<file path="src/rtl/mul_div_unit_pkg.sv">
// Shared types for the multiply/divide unit: operation encoding, word type and op decode helpers.
package mul_div_unit_pkg;

    localparam int unsigned WordWidth = 32;

    typedef logic [WordWidth-1:0] word_t;

    typedef enum logic [1:0] {
        MDU_MULT  = 2'd0,
        MDU_MULTU = 2'd1,
        MDU_DIV   = 2'd2,
        MDU_DIVU  = 2'd3
    } mdu_op_t;

    function automatic logic op_is_div(input mdu_op_t op);
        return (op == MDU_DIV) || (op == MDU_DIVU);
    endfunction

    function automatic logic op_is_signed(input mdu_op_t op);
        return (op == MDU_MULT) || (op == MDU_DIV);
    endfunction

endpackage

</file>
<file path="src/rtl/mul_div_unit_if.sv">
// Request/response bundle between the EX stage and the multiply/divide unit.
interface mul_div_unit_if
    import mul_div_unit_pkg::*;
#(
    parameter int unsigned WIDTH = 32
);
    logic             start;
    mdu_op_t          op;
    logic [WIDTH-1:0] src_a;
    logic [WIDTH-1:0] src_b;
    logic             flush;
    logic             busy;
    logic             done;
    logic [WIDTH-1:0] hi;
    logic [WIDTH-1:0] lo;

    modport master (
        output start, op, src_a, src_b, flush,
        input  busy, done, hi, lo
    );

    modport slave (
        input  start, op, src_a, src_b, flush,
        output busy, done, hi, lo
    );
endinterface

</file>
<file path="src/rtl/mdu_iter_core.sv">
// One radix-2 step on the {acc,quot} pair: shift-add multiply or restoring shift-subtract divide.
module mdu_iter_core #(
    parameter int unsigned WIDTH = 32
) (
    input  logic             i_is_div,
    input  logic [WIDTH-1:0] i_acc,
    input  logic [WIDTH-1:0] i_quot,
    input  logic [WIDTH-1:0] i_operand,
    output logic [WIDTH-1:0] o_acc,
    output logic [WIDTH-1:0] o_quot
);
    logic [WIDTH:0] w_sum;
    logic [WIDTH:0] w_shift;
    logic [WIDTH:0] w_diff;

    always_comb begin
        w_sum   = {1'b0, i_acc} + {1'b0, i_operand};
        w_shift = {i_acc, i_quot[WIDTH-1]};
        w_diff  = w_shift - {1'b0, i_operand};
        o_acc   = i_acc;
        o_quot  = i_quot;
        if (i_is_div) begin
            // MSB of the difference is the borrow: set means the partial remainder is restored
            if (!w_diff[WIDTH]) begin
                o_acc  = w_diff[WIDTH-1:0];
                o_quot = {i_quot[WIDTH-2:0], 1'b1};
            end else begin
                o_acc  = w_shift[WIDTH-1:0];
                o_quot = {i_quot[WIDTH-2:0], 1'b0};
            end
        end else if (i_quot[0]) begin
            {o_acc, o_quot} = {w_sum, i_quot[WIDTH-1:1]};
        end else begin
            {o_acc, o_quot} = {1'b0, i_acc, i_quot[WIDTH-1:1]};
        end
    end

endmodule

</file>
<file path="src/rtl/mul_div_unit.sv">
// Multi-cycle MULT/MULTU/DIV/DIVU unit with FSM, sign handling and HI/LO output registers.
// Define MDU_FAST_MUL_EN to complete multiplies in a single cycle through a full multiplier.
module mul_div_unit
    import mul_div_unit_pkg::*;
#(
    parameter int unsigned WIDTH = 32
) (
    input  logic            i_clk,
    input  logic            i_rst_n,
    mul_div_unit_if.slave   io_mdu
);
    typedef enum logic [1:0] {StIdle, StRun, StDone} state_t;
    localparam int unsigned CntW = $clog2(WIDTH);

    state_t           r_state, w_state_next;
    logic [CntW-1:0]  r_count;
    logic             r_is_div, r_neg_res, r_neg_rem;
    logic [WIDTH-1:0] r_acc, r_quot, r_opb, r_hi, r_lo;

    logic             w_launch, w_is_div, w_signed, w_fast;
    logic [WIDTH-1:0] w_abs_a, w_abs_b, w_step_acc, w_step_quot, w_fix_hi, w_fix_lo;
    logic [2*WIDTH-1:0] w_load, w_prod_fix;

    assign w_launch = (r_state == StIdle) && io_mdu.start && !io_mdu.flush;
    assign w_is_div = op_is_div(io_mdu.op);
    // Divide by zero runs unsigned so the raw dividend lands in acc and quot fills with ones
    assign w_signed = op_is_signed(io_mdu.op) && !(w_is_div && (io_mdu.src_b == '0));
    assign w_abs_a  = (w_signed && io_mdu.src_a[WIDTH-1]) ? -io_mdu.src_a : io_mdu.src_a;
    assign w_abs_b  = (w_signed && io_mdu.src_b[WIDTH-1]) ? -io_mdu.src_b : io_mdu.src_b;

`ifdef MDU_FAST_MUL_EN
    assign w_fast = !w_is_div;
    assign w_load = w_is_div ? {{WIDTH{1'b0}}, w_abs_a}
                             : ({{WIDTH{1'b0}}, w_abs_a} * {{WIDTH{1'b0}}, w_abs_b});
`else
    assign w_fast = 1'b0;
    assign w_load = {{WIDTH{1'b0}}, w_abs_a};
`endif

    mdu_iter_core #(.WIDTH(WIDTH)) u_iter_core (
        .i_is_div  (r_is_div),
        .i_acc     (r_acc),
        .i_quot    (r_quot),
        .i_operand (r_opb),
        .o_acc     (w_step_acc),
        .o_quot    (w_step_quot)
    );

    always_ff @(posedge i_clk or negedge i_rst_n) begin
        if (!i_rst_n) r_state <= StIdle;
        else          r_state <= w_state_next;
    end

    always_comb begin
        w_state_next = r_state;
        unique case (r_state)
            StIdle:  if (w_launch) w_state_next = w_fast ? StDone : StRun;
            StRun:   if (r_count == CntW'(WIDTH - 1)) w_state_next = StDone;
            StDone:  w_state_next = StIdle;
            default: w_state_next = StIdle;
        endcase
        if (io_mdu.flush) w_state_next = StIdle;
    end

    always_ff @(posedge i_clk or negedge i_rst_n) begin
        if (!i_rst_n) begin
            r_count   <= '0;
            r_is_div  <= 1'b0;
            r_neg_res <= 1'b0;
            r_neg_rem <= 1'b0;
            r_acc     <= '0;
            r_quot    <= '0;
            r_opb     <= '0;
            r_hi      <= '0;
            r_lo      <= '0;
        end else if (w_launch) begin
            r_count   <= '0;
            r_is_div  <= w_is_div;
            r_neg_res <= w_signed && (io_mdu.src_a[WIDTH-1] ^ io_mdu.src_b[WIDTH-1]);
            r_neg_rem <= w_signed && w_is_div && io_mdu.src_a[WIDTH-1];
            r_opb     <= w_abs_b;
            {r_acc, r_quot} <= w_load;
        end else if (r_state == StRun) begin
            r_count <= r_count + 1'b1;
            r_acc   <= w_step_acc;
            r_quot  <= w_step_quot;
        end else if ((r_state == StDone) && !io_mdu.flush) begin
            r_hi <= w_fix_hi;
            r_lo <= w_fix_lo;
        end
    end

    always_comb begin
        w_prod_fix = r_neg_res ? -{r_acc, r_quot} : {r_acc, r_quot};
        if (r_is_div) begin
            w_fix_hi = r_neg_rem ? -r_acc : r_acc;
            w_fix_lo = r_neg_res ? -r_quot : r_quot;
        end else begin
            w_fix_hi = w_prod_fix[2*WIDTH-1:WIDTH];
            w_fix_lo = w_prod_fix[WIDTH-1:0];
        end
    end

    // The fixed-up result is forwarded during DONE and held in r_hi/r_lo afterwards
    always_comb begin
        io_mdu.busy = (r_state != StIdle);
        io_mdu.done = (r_state == StDone) && !io_mdu.flush;
        io_mdu.hi   = io_mdu.done ? w_fix_hi : r_hi;
        io_mdu.lo   = io_mdu.done ? w_fix_lo : r_lo;
    end

endmodule

</file>
<file path="src/flat_wrapper.sv">
// flat-port wrapper written by rule: the top's interface ports become plain ports
module mul_div_unit_flat import mul_div_unit_pkg::*;
#(
    parameter int unsigned WIDTH = 32
)
  (i_clk, i_rst_n, io_mdu_start, io_mdu_op, io_mdu_src_a, io_mdu_src_b, io_mdu_flush, io_mdu_busy, io_mdu_done, io_mdu_hi, io_mdu_lo);
  mul_div_unit_if #(.WIDTH(WIDTH)) io_mdu_i ();
  input  logic i_clk;
  input  logic i_rst_n;
  input wire logic [$bits(io_mdu_i.start)-1:0] io_mdu_start;
  input wire logic [$bits(io_mdu_i.op)-1:0] io_mdu_op;
  input wire logic [$bits(io_mdu_i.src_a)-1:0] io_mdu_src_a;
  input wire logic [$bits(io_mdu_i.src_b)-1:0] io_mdu_src_b;
  input wire logic [$bits(io_mdu_i.flush)-1:0] io_mdu_flush;
  output wire logic [$bits(io_mdu_i.busy)-1:0] io_mdu_busy;
  output wire logic [$bits(io_mdu_i.done)-1:0] io_mdu_done;
  output wire logic [$bits(io_mdu_i.hi)-1:0] io_mdu_hi;
  output wire logic [$bits(io_mdu_i.lo)-1:0] io_mdu_lo;
  assign io_mdu_i.start = io_mdu_start;
  assign io_mdu_i.op = io_mdu_op;
  assign io_mdu_i.src_a = io_mdu_src_a;
  assign io_mdu_i.src_b = io_mdu_src_b;
  assign io_mdu_i.flush = io_mdu_flush;
  assign io_mdu_busy = io_mdu_i.busy;
  assign io_mdu_done = io_mdu_i.done;
  assign io_mdu_hi = io_mdu_i.hi;
  assign io_mdu_lo = io_mdu_i.lo;
  mul_div_unit #(.WIDTH(WIDTH)) u_core (.i_clk(i_clk), .i_rst_n(i_rst_n), .io_mdu(io_mdu_i));
endmodule
</file>
<file path="config.mk">
export PLATFORM = sky130hd
export DESIGN_NAME = mul_div_unit_flat
export DESIGN_NICKNAME = d
export VERILOG_FILES = /design/src/rtl/mul_div_unit_pkg.sv /design/src/rtl/mul_div_unit_if.sv /design/src/rtl/mdu_iter_core.sv /design/src/rtl/mul_div_unit.sv /design/src/flat_wrapper.sv
export SDC_FILE = /design/constraint.sdc
export NUM_CORES = 1
export LEC_CHECK = 0
export ABC_AREA = 1
export ABC_CLOCK_PERIOD_IN_PS = 3200
export BUFFER_PORTS_ARGS = -buffer_cell sky130_fd_sc_hd__buf_2
export CAP_MARGIN = 20
export CELL_PAD_IN_SITES_DETAIL_PLACEMENT = 1
export CELL_PAD_IN_SITES_GLOBAL_PLACEMENT = 1
export CORE_UTILIZATION = 43
export DETAILED_ROUTE_END_ITERATION = 10
export GPL_ROUTABILITY_DRIVEN = 0
export PLACE_DENSITY_LB_ADDON = 0.1
export SLEW_MARGIN = 15
export SYNTH_ARGS = -nofsm -noshare
export SYNTH_HDL_FRONTEND = slang
export SYNTH_SLANG_ARGS = --single-unit
</file>
<file path="constraint.sdc">
create_clock -name i_clk -period 3.2 [get_ports i_clk]
set_input_delay 0 -clock i_clk [delete_from_list [all_inputs] [get_ports i_clk]]
set_output_delay 0 -clock i_clk [all_outputs]
set_load 0.02 [all_outputs]
</file>
# Word-level counts from Yosys, hierarchy flattened
# Cells that the tools add are included.
# W data, S select, Z words.
# word_totals
register_bits,170
wordCells,74
# op_classes
n_addsub,8
n_eq_ne,7
muxes,25
bitwise,3
n_reduce_logical,21
# op_table
operator,count
$mux W32,17
$neg A32 Y32,4
$mux W64,1
$neg A64 Y64,1
$add A32 B32 Y33,1
$sub A33 B32 Y33,1
$logic_not A32 Y1,1
$logic_and A1 B1 Y1,10
$mux W5,2
$eq A2 B2 Y1 const B,3
$mux W2,3
$ne A3 B2 Y1 const B,2
$add A5 B1 Y5 const B,1
$eq A5 B5 Y1 const B,1
$logic_not A2 Y1,2
$pmux W2 S2,1
$reduce_and A2 Y1,2
$reduce_bool A2 Y1,2
$eq A2 B1 Y1 const B,1
$logic_not A1 Y1,2
$logic_or A1 B1 Y1,2
$not A1 Y1,2
$mux W1,1
$xor A1 B1 Y1,1

# Depth between registers and ports, before layout
# Gate-level depths: netlist of the first run.
# depth
depth_word,8
depth_mapped,20

# Hierarchy
# From an unflattened synthesis of the first run, not the netlist that was laid out.
# hier_totals
cells_unflattened,3024
hier_area_um2,17864.6
# by_module_without_submodules
module,n_inst,cells_each,area_per_inst_um2,seq_area_each_um2
mul_div_unit,1,1731,11792.6,4254.1
mdu_iter_core,1,1293,6072.1,0.0

# Worst setup path after synthesis of the first run
# No wires, ideal clock.
# synth_path
path_type,reg-to-output
from,reg u_core.r_quot[0]
to,out io_mdu_hi[8]
arrival_ns,2.346
setup_slack_ns,0.854
path_stages_with_launch,15
path_buffers,2
cell_sequence,dfrtp_1 -> clkbuf_1 -> inv_2 -> clkbuf_1 -> ha_1 -> nand4_1 -> nor2_1 -> nand2_1 -> nor2_1 -> nand3_1 -> nand2_1 -> nand2_1 -> nand3_1 -> nand2_1 -> o21ai_0
# synth_via
elab_chain_len,4
# synth_rtl
element,line_no,rtl
from (decl),mul_div_unit.sv:18,"logic [WIDTH-1:0] r_acc, r_quot, r_opb, r_hi, r_lo;"
from (signal assigned),mul_div_unit.sv:82,"{r_acc, r_quot} <= w_load;"
from (signal assigned),mul_div_unit.sv:86,r_quot <= w_step_quot;
$neg A64 Y64,mul_div_unit.sv:94,"w_prod_fix = r_neg_res ? -{r_acc, r_quot} : {r_acc, r_quot};"
$mux W64,mul_div_unit.sv:94,
$mux W32,mul_div_unit.sv:95,if (r_is_div) begin
$mux W32,mul_div_unit.sv:108,io_mdu.hi = io_mdu.done ? w_fix_hi : r_hi;
to (decl),flat_wrapper.sv:17,output wire logic [$bits(io_mdu_i.hi)-1:0] io_mdu_hi;
# No other way between the ends.

# Final worst setup path of the first run
# layout_path
from,reg u_core.r_acc[2]
to,out io_mdu_hi[21]
# layout_via
elab_chain_len,4
# layout_rtl
element,line_no,rtl
from (decl),mul_div_unit.sv:18,
from (signal assigned),mul_div_unit.sv:82,
from (signal assigned),mul_div_unit.sv:85,r_acc <= w_step_acc;
$neg A64 Y64 or $neg A32 Y32 (tied branches),"mul_div_unit.sv:94, mul_div_unit.sv:96",
$mux W64 or $mux W32 (tied branches),"mul_div_unit.sv:94, mul_div_unit.sv:96",
$mux W32 (*),mul_div_unit.sv:95,
$mux W32 (*),mul_div_unit.sv:108,
# Mark *: on every way between the ends. The rest lies on a longest branch, timed or not.

==> impl_metrics.env, run 1 <==
export IMPL_core_mm2=0.0402
export IMPL_arrival_ns=3.09
export IMPL_wl_per_cell_um=20.6
export IMPL_path_delay_family="compound AO/OA/AOI/OAI gates"
export IMPL_drive_above_1_share=0.0817
export IMPL_die_y_um=205
export IMPL_ys_dominant_reg_cell="dfrtp_1"
export IMPL_dp_cells=3697
export IMPL_synthesis_area_mm2=0.0177
export IMPL_detail_route_iter0_violations=1864
export IMPL_syn_nets=3219
export IMPL_grt_overflow=0
export IMPL_dp_hpwl_um=60600
export IMPL_vias=21422
export IMPL_power_density_mw_per_mm2=864
export IMPL_fin_setup_tns_ns=0
export IMPL_drt_first_pass_iters=6
export IMPL_route_antenna_remaining_nets=0
export IMPL_numCtsBuffers=17
export IMPL_synth_seq_cells=170
export IMPL_final_cells=3793
export IMPL_cts_root_buf="clkbuf_16"
export IMPL_grt_pass1_wl_um=123000
export IMPL_run_status="complete, no violations"
export IMPL_finClkSkew_ns=0.0116
export IMPL_wl_um=78200
export IMPL_clkLatencyLatePin_ns=0.48
export IMPL_yosys_warnings=0
export IMPL_design_die_area_mm2=0.0420
export IMPL_multiInputGateArea_mm2=0.0113
export IMPL_finalNetCount=3396
export IMPL_io_pins=136
export IMPL_worst_setup_path_type="flop to primary output"
export IMPL_grt_pass1_vias=21680
export IMPL_maxCapViolCount=0
export IMPL_fin_crit_ns=3.09
export IMPL_max_clock_path_buffers=2
export IMPL_numClockSinks=170
export IMPL_leakage_nw=11.1
export IMPL_fillers=5734
export IMPL_seq_area_frac_synth=0.240
export IMPL_ir_drop_v=0.000420
export IMPL_reg2reg_slack_ns=0.18
export IMPL_track_usage=0.379
export IMPL_startpoint_type="flop"
export IMPL_syn_inst=3077
export IMPL_route_detailed_drc=0
export IMPL_die_w_um=205
export IMPL_pre_cts_slack_ns=0.288
export IMPL_cp_slowest_cell="dfrtp_1"
export IMPL_antenna_found_initial=0
export IMPL_synth_avg_cell_area_um2=5.76
export IMPL_layout_setup_ws_ns=0.113
export IMPL_grt_max_degree=90
export IMPL_cp_required_ns=3.20
export IMPL_critPathBufInv=3
export IMPL_rsz0062_at_grt="no"
export IMPL_cp_end_kind="primary output"
export IMPL_rows=73
export IMPL_cts_tree="yes"
export IMPL_synth_edf_count=0
export IMPL_slew_headroom=0.364
export IMPL_vias_per_cell=5.65
export IMPL_cpPeakStageDelay_ns=0.57
export IMPL_drv_slew=0
export IMPL_worstMarginPinSlew_ns=0.954
export IMPL_synth_cell_types=47
export IMPL_path_cells="inv_2, nand2_1, nor2_2, inv_1, a21oi_1, o21ai_1, a21oi_1, o21ai_1, nand3_1, nand3_1, nand2_1, buf_2"
export IMPL_seq_area_mm2=0.00426
export IMPL_post_route_period_util=0.965
export IMPL_initial_core_util=0.441
export IMPL_async_reset_ff_frac=1.00
export IMPL_htree_levels=4
export IMPL_worst_hold_path_type="input pin to flop"
export IMPL_finalSetupViolCount=0
export IMPL_max_freq_mhz=324
export IMPL_area_growth_pct=15.0
export IMPL_io_buffers=135
export IMPL_clk_pin_slew_ns=0.08
export IMPL_cp_max_fo=9
export IMPL_hold_viol=0
==> state kept, by name, summed over array words and instances (netlist names) <==
signal,flops
u_core.r_acc,32
u_core.r_hi,32
u_core.r_quot,32
u_core.r_neg_rem,1
u_core.r_state,2
u_core.r_count,5
u_core.r_opb,32
u_core.r_is_div,1
u_core.r_neg_res,1
u_core.r_lo,32
==> final timing paths <==
kind | start | to | depth (start not counted)
worst max-delay path | u_core.r_acc[2] | io_mdu_hi[21] | 12
worst min-delay path | io_mdu_src_b[1] | u_core.r_opb[1] | 3
worst max register to register | u_core.r_quot[31] | u_core.r_acc[27] | 19
worst min register to register | u_core.r_hi[12] | u_core.r_hi[12] | 2
max in group asynchronous | i_rst_n | u_core.r_acc[10] | 3
min in group asynchronous | i_rst_n | u_core.r_hi[26] | 2
==> tightest hold or removal path: stages <==
cell and delay (ns):
buf_2 0.11, o21ai_0 0.20, o22ai_1 0.14
==> cells in the final DEF (no fill, tap or decap), types with 8 or more instances in the layout <==
cell type      Yosys  final
inv_1            463    459
xnor2_1           27     27
dfrtp_1          170    169
dlygate4sd3_1      0     62
nor2_1           262    258
a21oi_1          148    148
xor2_1            73     73
ha_1              70     69
nor3_1            40     39
nor2_2             8     11
nand3_1          267    267
o21ai_0          210    210
buf_2             10    134
buf_4              5     52
o211ai_1           8      8
clkbuf_16          0     17
nand3b_1          17     17
nand4_1           53     53
nand2_1         1081   1080
and2_1            10     10
==> per-layer routing <==
metal,vias to the layer above,share of wire,track usage
met4,0,0.038,0.151
met2,743,0.44,0.593
met5,-,0,0
li1,10064,-,-
met3,150,0.072,0.0600
met1,10465,0.45,0.519
==> report_power, final <==
| group | switching (W) | total [W] | internal (W) |
|---|---|---|---|
| combinational | 0.00838 | 0.0120 | 0.00361 |
| clock | 0.00111 | 0.00231 | 0.00120 |
| sequential | 0.000701 | 0.00330 | 0.00260 |
==> area by class of cell <==
cell class | count | area share
antenna | 1 | 0.000123
clock inverter | 15 | 0.00958
tap | 525 | 0.0323
sequential | 170 | 0.209
timing repair buffer | 252 | 0.0861
clock buffer | 17 | 0.0209
multi-input combinational | 2345 | 0.556
inverter | 468 | 0.0863
==> stage by stage <==
stage               instance area (um2)  utilization  hold slack (ns)  power, W
floorplan                         17700            -           -0.296    0.0108
global placement                  19100        0.475           0.0554    0.0144
detailed placement                19100        0.475           0.0509    0.0147
CTS                               20300        0.506          0.00564    0.0172
global route                      20400        0.507           0.0592    0.0188
finish                            20400        0.507           0.0403    0.0176
==> logic make-up after synthesis <==
logic type	after synthesis	synth area share
AND/OR/NAND/NOR	1767	0.416
AO/OA/AOI/OAI	406	0.121
flip-flops	170	0.240
XOR/XNOR	100	0.0495
buffers and inverters	562	0.122
adder cells (fa/ha/maj)	72	0.0517
==> synthesized netlist by cell type (3+ instances only) <==
master | instances | area (um2)
a21o_1 | 5 | 37.5
a21oi_1 | 148 | 741
a31oi_1 | 7 | 43.8
and2_1 | 10 | 62.6
buf_1 | 10 | 37.5
buf_2 | 10 | 50.1
buf_4 | 5 | 37.5
buf_6 | 3 | 33.8
clkbuf_1 | 66 | 248
dfrtp_1 | 170 | 4250
ha_1 | 70 | 876
inv_1 | 463 | 1740
inv_2 | 4 | 15.0
nand2_1 | 1081 | 4060
nand2_2 | 6 | 37.5
nand3_1 | 267 | 1340
nand3b_1 | 17 | 128
nand4_1 | 53 | 332
nor2_1 | 262 | 983
nor2_2 | 8 | 50.1
nor3_1 | 40 | 200
nor4_1 | 5 | 31.3
o211ai_1 | 8 | 60.1
o21ai_0 | 210 | 1050
o21ai_1 | 5 | 25.0
o21bai_1 | 5 | 37.5
o22ai_1 | 3 | 18.8
o31ai_1 | 6 | 45.0
or2_2 | 6 | 37.5
xnor2_1 | 27 | 236
xor2_1 | 73 | 639
==> timing repair <==
action | CTS | global route
resized for setup | 0 | 8
hold buffers | 62 | 0
setup buffers | 0 | 1
endpoints found under the hold margin | 122 | 0
setup endpoints to repair | 0 | 9
Note: power is estimated with default switching activity, not from simulation.
==> run 2, diff against run 1 <==
--- a/config.mk
+++ b/config.mk
@@ -11,7 +11,7 @@
 export CAP_MARGIN = 20
 export CELL_PAD_IN_SITES_DETAIL_PLACEMENT = 1
 export CELL_PAD_IN_SITES_GLOBAL_PLACEMENT = 1
-export CORE_UTILIZATION = 43
+export CORE_UTILIZATION = 36
 export DETAILED_ROUTE_END_ITERATION = 10
 export GPL_ROUTABILITY_DRIVEN = 0
 export PLACE_DENSITY_LB_ADDON = 0.1
==> impl_metrics.env, run 2 (synthesis results as in run 1) <==
export IMPL_run_status="complete, no violations"
export IMPL_max_clock_path_buffers=2
export IMPL_drt_first_pass_iters=5
export IMPL_intPower_w=0.00733
export IMPL_grt_overflow=0
export IMPL_highest_layer="met4"
export IMPL_switching_share=0.572
export IMPL_final_cell_mix="1,080 x nand2_1, 461 x inv_1, 267 x nand3_1"
export IMPL_wl_um=77100
export IMPL_cts_tree="yes"
export IMPL_htree_levels=4
export IMPL_dp_cells=3828
export IMPL_detail_route_iter0_violations=1327
export IMPL_grt_max_degree=91
export IMPL_worstMarginPinSlew_ns=0.865
export IMPL_grt_pass1_wl_um=120000
export IMPL_antenna_found_initial=2
export IMPL_leakage_nw=11.0
export IMPL_clk_pin_slew_ns=0.07
export IMPL_design_die_area_mm2=0.0501
export IMPL_initial_core_util=0.368
export IMPL_dpl_cell_area_mm2=0.0193
export IMPL_final_area_mm2=0.0203
export IMPL_final_common_cell="nand2_1"
export IMPL_reg2reg_from="u_core.r_quot[31]"
export IMPL_dp_hpwl_um=62300
export IMPL_wl_met2_um=33800
export IMPL_clkLatencyLatePin_ns=0.47
export IMPL_io_buffers=135
export IMPL_drv_slew=0
export IMPL_layout_setup_ws_ns=0.203
export IMPL_reg2reg_slack_ns=0.32
export IMPL_n_antenna_cell=0
export IMPL_p_clk_frac=0.126
export IMPL_route_antenna_remaining_nets=0
export IMPL_r2r_end="u_core.r_acc[28]"
export IMPL_cp_end_kind="primary output"
export IMPL_maxCapViolCount=0
export IMPL_rr_worst_depth=18
export IMPL_worst_setup_path_type="flop to primary output"
export IMPL_finClkSkew_ns=0.0164
export IMPL_io_pins=136
export IMPL_die_y_um=224
export IMPL_pre_cts_slack_ns=0.379
export IMPL_seqPwrFrac=0.192
export IMPL_crit_end="io_mdu_hi[5]"
export IMPL_p_sw_w=0.00982
export IMPL_rows=80
export IMPL_wl_per_cell_um=19.8
export IMPL_numCtsBuffers=17
export IMPL_cp_required_ns=3.20
export IMPL_holdPathStages=4
export IMPL_fin_crit_ns=3.00
export IMPL_finalSetupViolCount=0
export IMPL_finalNetCount=3378
export IMPL_core_mm2=0.0481
export IMPL_post_route_period_util=0.937
export IMPL_numClockSinks=170
export IMPL_track_usage=0.309
export IMPL_final_util=0.421
export IMPL_worst_hold_path_type="input pin to flop"
export IMPL_drive_above_1_share=0.0804
export IMPL_die_w_um=224
export IMPL_final_cells=3903
export IMPL_cts_root_buf="clkbuf_16"
export IMPL_hold_viol=0
export IMPL_arrival_ns=3.00
export IMPL_cp_max_fo=5
export IMPL_power_density_mw_per_mm2=845
export IMPL_power_total_w=0.0171
export IMPL_p_comb_frac=0.683
export IMPL_vias=20737
export IMPL_slew_headroom=0.423
export IMPL_route_detailed_drc=0
export IMPL_cp_startpoint="u_core.r_quot[1]"
export IMPL_max_freq_mhz=334
export IMPL_route_met3_wl_um=4000
export IMPL_wl_met1_um=37200
export IMPL_vias_per_cell=5.31
export IMPL_ir_drop_v=0.000493
export IMPL_area_growth_pct=14.5
export IMPL_startpoint_type="flop"
export IMPL_grt_pass1_vias=20634
## run 2: layout make-up
type	instances	area (um2)
clock buffers	18	429
inverters	468	1760
repair buffers	234	1570
flip-flops and latches	170	4260
multi-input cells	2345	11300
clock inverters	12	139
fillers	6738	27900
well taps	656	821
## run 2: layer usage
layer  track usage  vias to the layer above
met1         0.447                    10055
li1              -                    10026
met2         0.483                      556
met4        0.0994                        0
met5             0                        -
met3        0.0285                      100
## run 2: what timing repair did
item / CTS / global route
hold buffers: 45 / 0
hold endpoints to repair: 132 / 0
setup buffers: 0 / 0
gates resized for setup: 0 / 6
setup endpoints to repair: 0 / 11
## run 2: power by group through the flow
stage                     sequential (W)  combinational, W  clock (W)
after floorplan                  0.00313           0.00767          0
after global placement           0.00327            0.0111          0
after detailed placement         0.00330            0.0114          0
after CTS                        0.00326            0.0115    0.00219
after global routing             0.00333            0.0130    0.00225
final                            0.00329            0.0117    0.00216
## run 2: how the worst min path moves through the flow
stage	startpoint	end	slack [ns]
after floorplan	i_rst_n	u_core.r_acc[0]	-0.30
after global placement	i_rst_n	u_core.r_hi[27]	0.13
after detailed placement	i_rst_n	u_core.r_hi[27]	0.13
after CTS	io_mdu_src_a[27]	u_core.r_quot[27]	0.002
after global routing	io_mdu_src_b[5]	u_core.r_opb[5]	0.04
final	io_mdu_src_b[22]	u_core.r_opb[22]	0.007
## run 2: stage by stage
| step | setup TNS [ns] | hold WS [ns] |
|---|---|---|
| 2_1_floorplan | 0 | -0.296 |
| 3_3_place_gp | 0 | 0.132 |
| 3_5_place_dp | 0 | 0.130 |
| 4_1_cts | 0 | 0.00178 |
| 5_1_grt | -0.00939 | 0.0356 |
| 6_report | 0 | 0.00676 |
## run 2: worst max-delay path, stage by stage, from the launching register on
cell and delay (ns):
dfrtp_1 0.40, inv_1 0.13, nand3_1 0.16, nor2_2 0.22, nand2_1 0.17, inv_2 0.09, nand2_1 0.07, o21ai_2 0.42
nand2_1 0.10, nand2_1 0.10, xor2_1 0.36, o21ai_0 0.15, buf_2 0.19
==> run 3, diff against run 2 <==
--- a/config.mk
+++ b/config.mk
@@ -11,10 +11,11 @@
 export CAP_MARGIN = 20
 export CELL_PAD_IN_SITES_DETAIL_PLACEMENT = 1
 export CELL_PAD_IN_SITES_GLOBAL_PLACEMENT = 1
+export CORE_MARGIN = 2
 export CORE_UTILIZATION = 36
 export DETAILED_ROUTE_END_ITERATION = 10
 export GPL_ROUTABILITY_DRIVEN = 0
-export PLACE_DENSITY_LB_ADDON = 0.1
+export PLACE_DENSITY_LB_ADDON = 0.08
 export SLEW_MARGIN = 15
 export SYNTH_ARGS = -nofsm -noshare
 export SYNTH_HDL_FRONTEND = slang
==> impl_metrics.env, run 3 (synthesis results as in run 1) <==
export IMPL_dp_cells=3833
export IMPL_multiInputGateArea_mm2=0.0113
export IMPL_design_die_area_mm2=0.0510
export IMPL_post_route_period_util=0.957
export IMPL_startpoint_type="flop"
export IMPL_r2r_end="u_core.r_acc[28]"
export IMPL_die_y_um=226
export IMPL_cts_root_buf="clkbuf_16"
export IMPL_fin_crit_ns=3.06
export IMPL_final_cell_mix="1,080 x nand2_1, 461 x inv_1, 267 x nand3_1"
export IMPL_hold_start="io_mdu_src_a[23]"
export IMPL_clk_pin_slew_ns=0.07
export IMPL_hold_viol=0
export IMPL_power_total_w=0.0171
export IMPL_track_usage=0.306
export IMPL_numCtsBuffers=17
export IMPL_cts_tree="yes"
export IMPL_drv_slew=0
export IMPL_worstMarginPinSlew_ns=0.862
export IMPL_die_w_um=226
export IMPL_max_clock_path_buffers=2
export IMPL_route_detailed_drc=0
export IMPL_grt_pass1_wl_um=119000
export IMPL_max_freq_mhz=326
export IMPL_vias=20637
export IMPL_htree_levels=4
export IMPL_min_to="u_core.r_quot[23]"
export IMPL_io_buffers=135
export IMPL_finalNetCount=3377
export IMPL_drt_first_pass_iters=5
export IMPL_initial_core_util=0.363
export IMPL_grt_pass1_vias=20722
export IMPL_final_common_cell="nand2_1"
export IMPL_antenna_found_initial=3
export IMPL_wl_per_cell_um=19.8
export IMPL_run_status="complete, no violations"
export IMPL_ir_drop_v=0.000469
export IMPL_pre_cts_slack_ns=0.404
export IMPL_drive_above_1_share=0.0797
export IMPL_detail_route_iter0_violations=1340
export IMPL_vias_per_cell=5.27
export IMPL_wl_um=77400
export IMPL_area_growth_pct=14.7
export IMPL_final_util=0.417
export IMPL_seq_area_mm2=0.00426
export IMPL_grt_overflow=0
export IMPL_reg2reg_slack_ns=0.35
export IMPL_leakage_nw=11.0
export IMPL_io_pins=136
export IMPL_worst_hold_path_type="input pin to flop"
export IMPL_post_cts_buffers=0
export IMPL_rsz0062_at_grt="no"
export IMPL_slew_headroom=0.425
export IMPL_rows=81
export IMPL_maxCapViolCount=0
export IMPL_fin_setup_tns_ns=0
export IMPL_finClkSkew_ns=0.0241
export IMPL_dp_hpwl_um=62500
export IMPL_worst_setup_path_type="flop to primary output"
export IMPL_grt_max_degree=141
export IMPL_cp_required_ns=3.20
export IMPL_reg2reg_from="u_core.r_quot[31]"
export IMPL_holdPathStages=5
export IMPL_fillers=6720
export IMPL_cp_max_fo=7
export IMPL_cp_end_kind="primary output"
export IMPL_core_mm2=0.0487
export IMPL_final_cells=3913
export IMPL_layout_setup_ws_ns=0.136
export IMPL_power_density_mw_per_mm2=841
export IMPL_numClockSinks=170
export IMPL_finalSetupViolCount=0
export IMPL_clkLatencyLatePin_ns=0.48
export IMPL_rr_worst_depth=19
export IMPL_route_antenna_remaining_nets=0
export IMPL_arrival_ns=3.06
==> run 3: cell types whose count changed in the layout (fill, tap and decap cells not counted), moves of 2 or more <==
cell / before / now
buf_4: 52 / 47
buf_12: 2 / 4
bufinv_16: 2 / 0
dlygate4sd3_1: 45 / 47
clkbuf_8: 1 / 4
==> run 3: area by class of cell <==
type | instances | area share
antenna | 1 | 0.000123
clock buffer | 22 | 0.0234
clock inverter | 10 | 0.00394
inverter | 468 | 0.0866
multi-input combinational | 2345 | 0.557
sequential | 170 | 0.210
tap | 664 | 0.0409
timing repair buffer | 233 | 0.0782
==> run 3: worst max-delay path: stages (launching register included) <==
cell and delay [ns]:
dfrtp_1 0.49, inv_1 0.25, ha_1 0.28, nand3_1 0.21, nor2_2 0.24, o21ai_0 0.23, a21oi_1 0.30, nand2_1 0.14
nand3_1 0.10, nand3_1 0.12, nand2_1 0.08, buf_2 0.16
==> run 3: how the worst max path moves through the flow <==
stage | start | endpoint | slack, ns | cells past startpoint
floorplan | u_core.r_quot[0] | io_mdu_hi[8] | 0.85 | 14
global placement | u_core.r_quot[31] | u_core.r_acc[28] | 0.47 | 19
detailed placement | u_core.r_quot[31] | u_core.r_acc[28] | 0.40 | 19
CTS | u_core.r_acc[1] | io_mdu_hi[26] | 0.11 | 11
global route | u_core.r_acc[1] | io_mdu_hi[10] | 0.0005 | 11
finish | u_core.r_acc[1] | io_mdu_hi[26] | 0.14 | 11
==> run 3: repair_timing <==
action / 4_1_cts / 5_1_grt
hold buffers: 47 / 0
setup endpoints to repair: 0 / 11
endpoints found under the hold margin: 104 / 0
resized for setup: 0 / 5
==> run 3: layer usage <==
metal  global-route usage  up-vias  share of wire
li1                     -    10012              -
met1                0.437     9977           0.48
met2                0.473      535           0.44
met3               0.0403      111          0.054
met4                0.103        2          0.032
met5                    0        -        0.00017
==> run 3: stage by stage <==
step / hold WS, ns / cell area [um2]
floorplan: -0.296 / 17700
global placement: 0.0320 / 19300
detailed placement: 0.0349 / 19300
CTS: 0.00256 / 20300
global route: 0.0367 / 20300
finish: 0.0312 / 20300
==> run 3: report_power, final <==
| group | leakage, nW | switching, W | internal [W] | total, W |
|---|---|---|---|---|
| registers | 2.11 | 0.000720 | 0.00260 | 0.00332 |
| clock network | 0.276 | 0.00102 | 0.00107 | 0.00209 |
| logic | 8.60 | 0.00807 | 0.00359 | 0.0117 |
| total | 11.0 | 0.00981 | 0.00726 | 0.0171 |
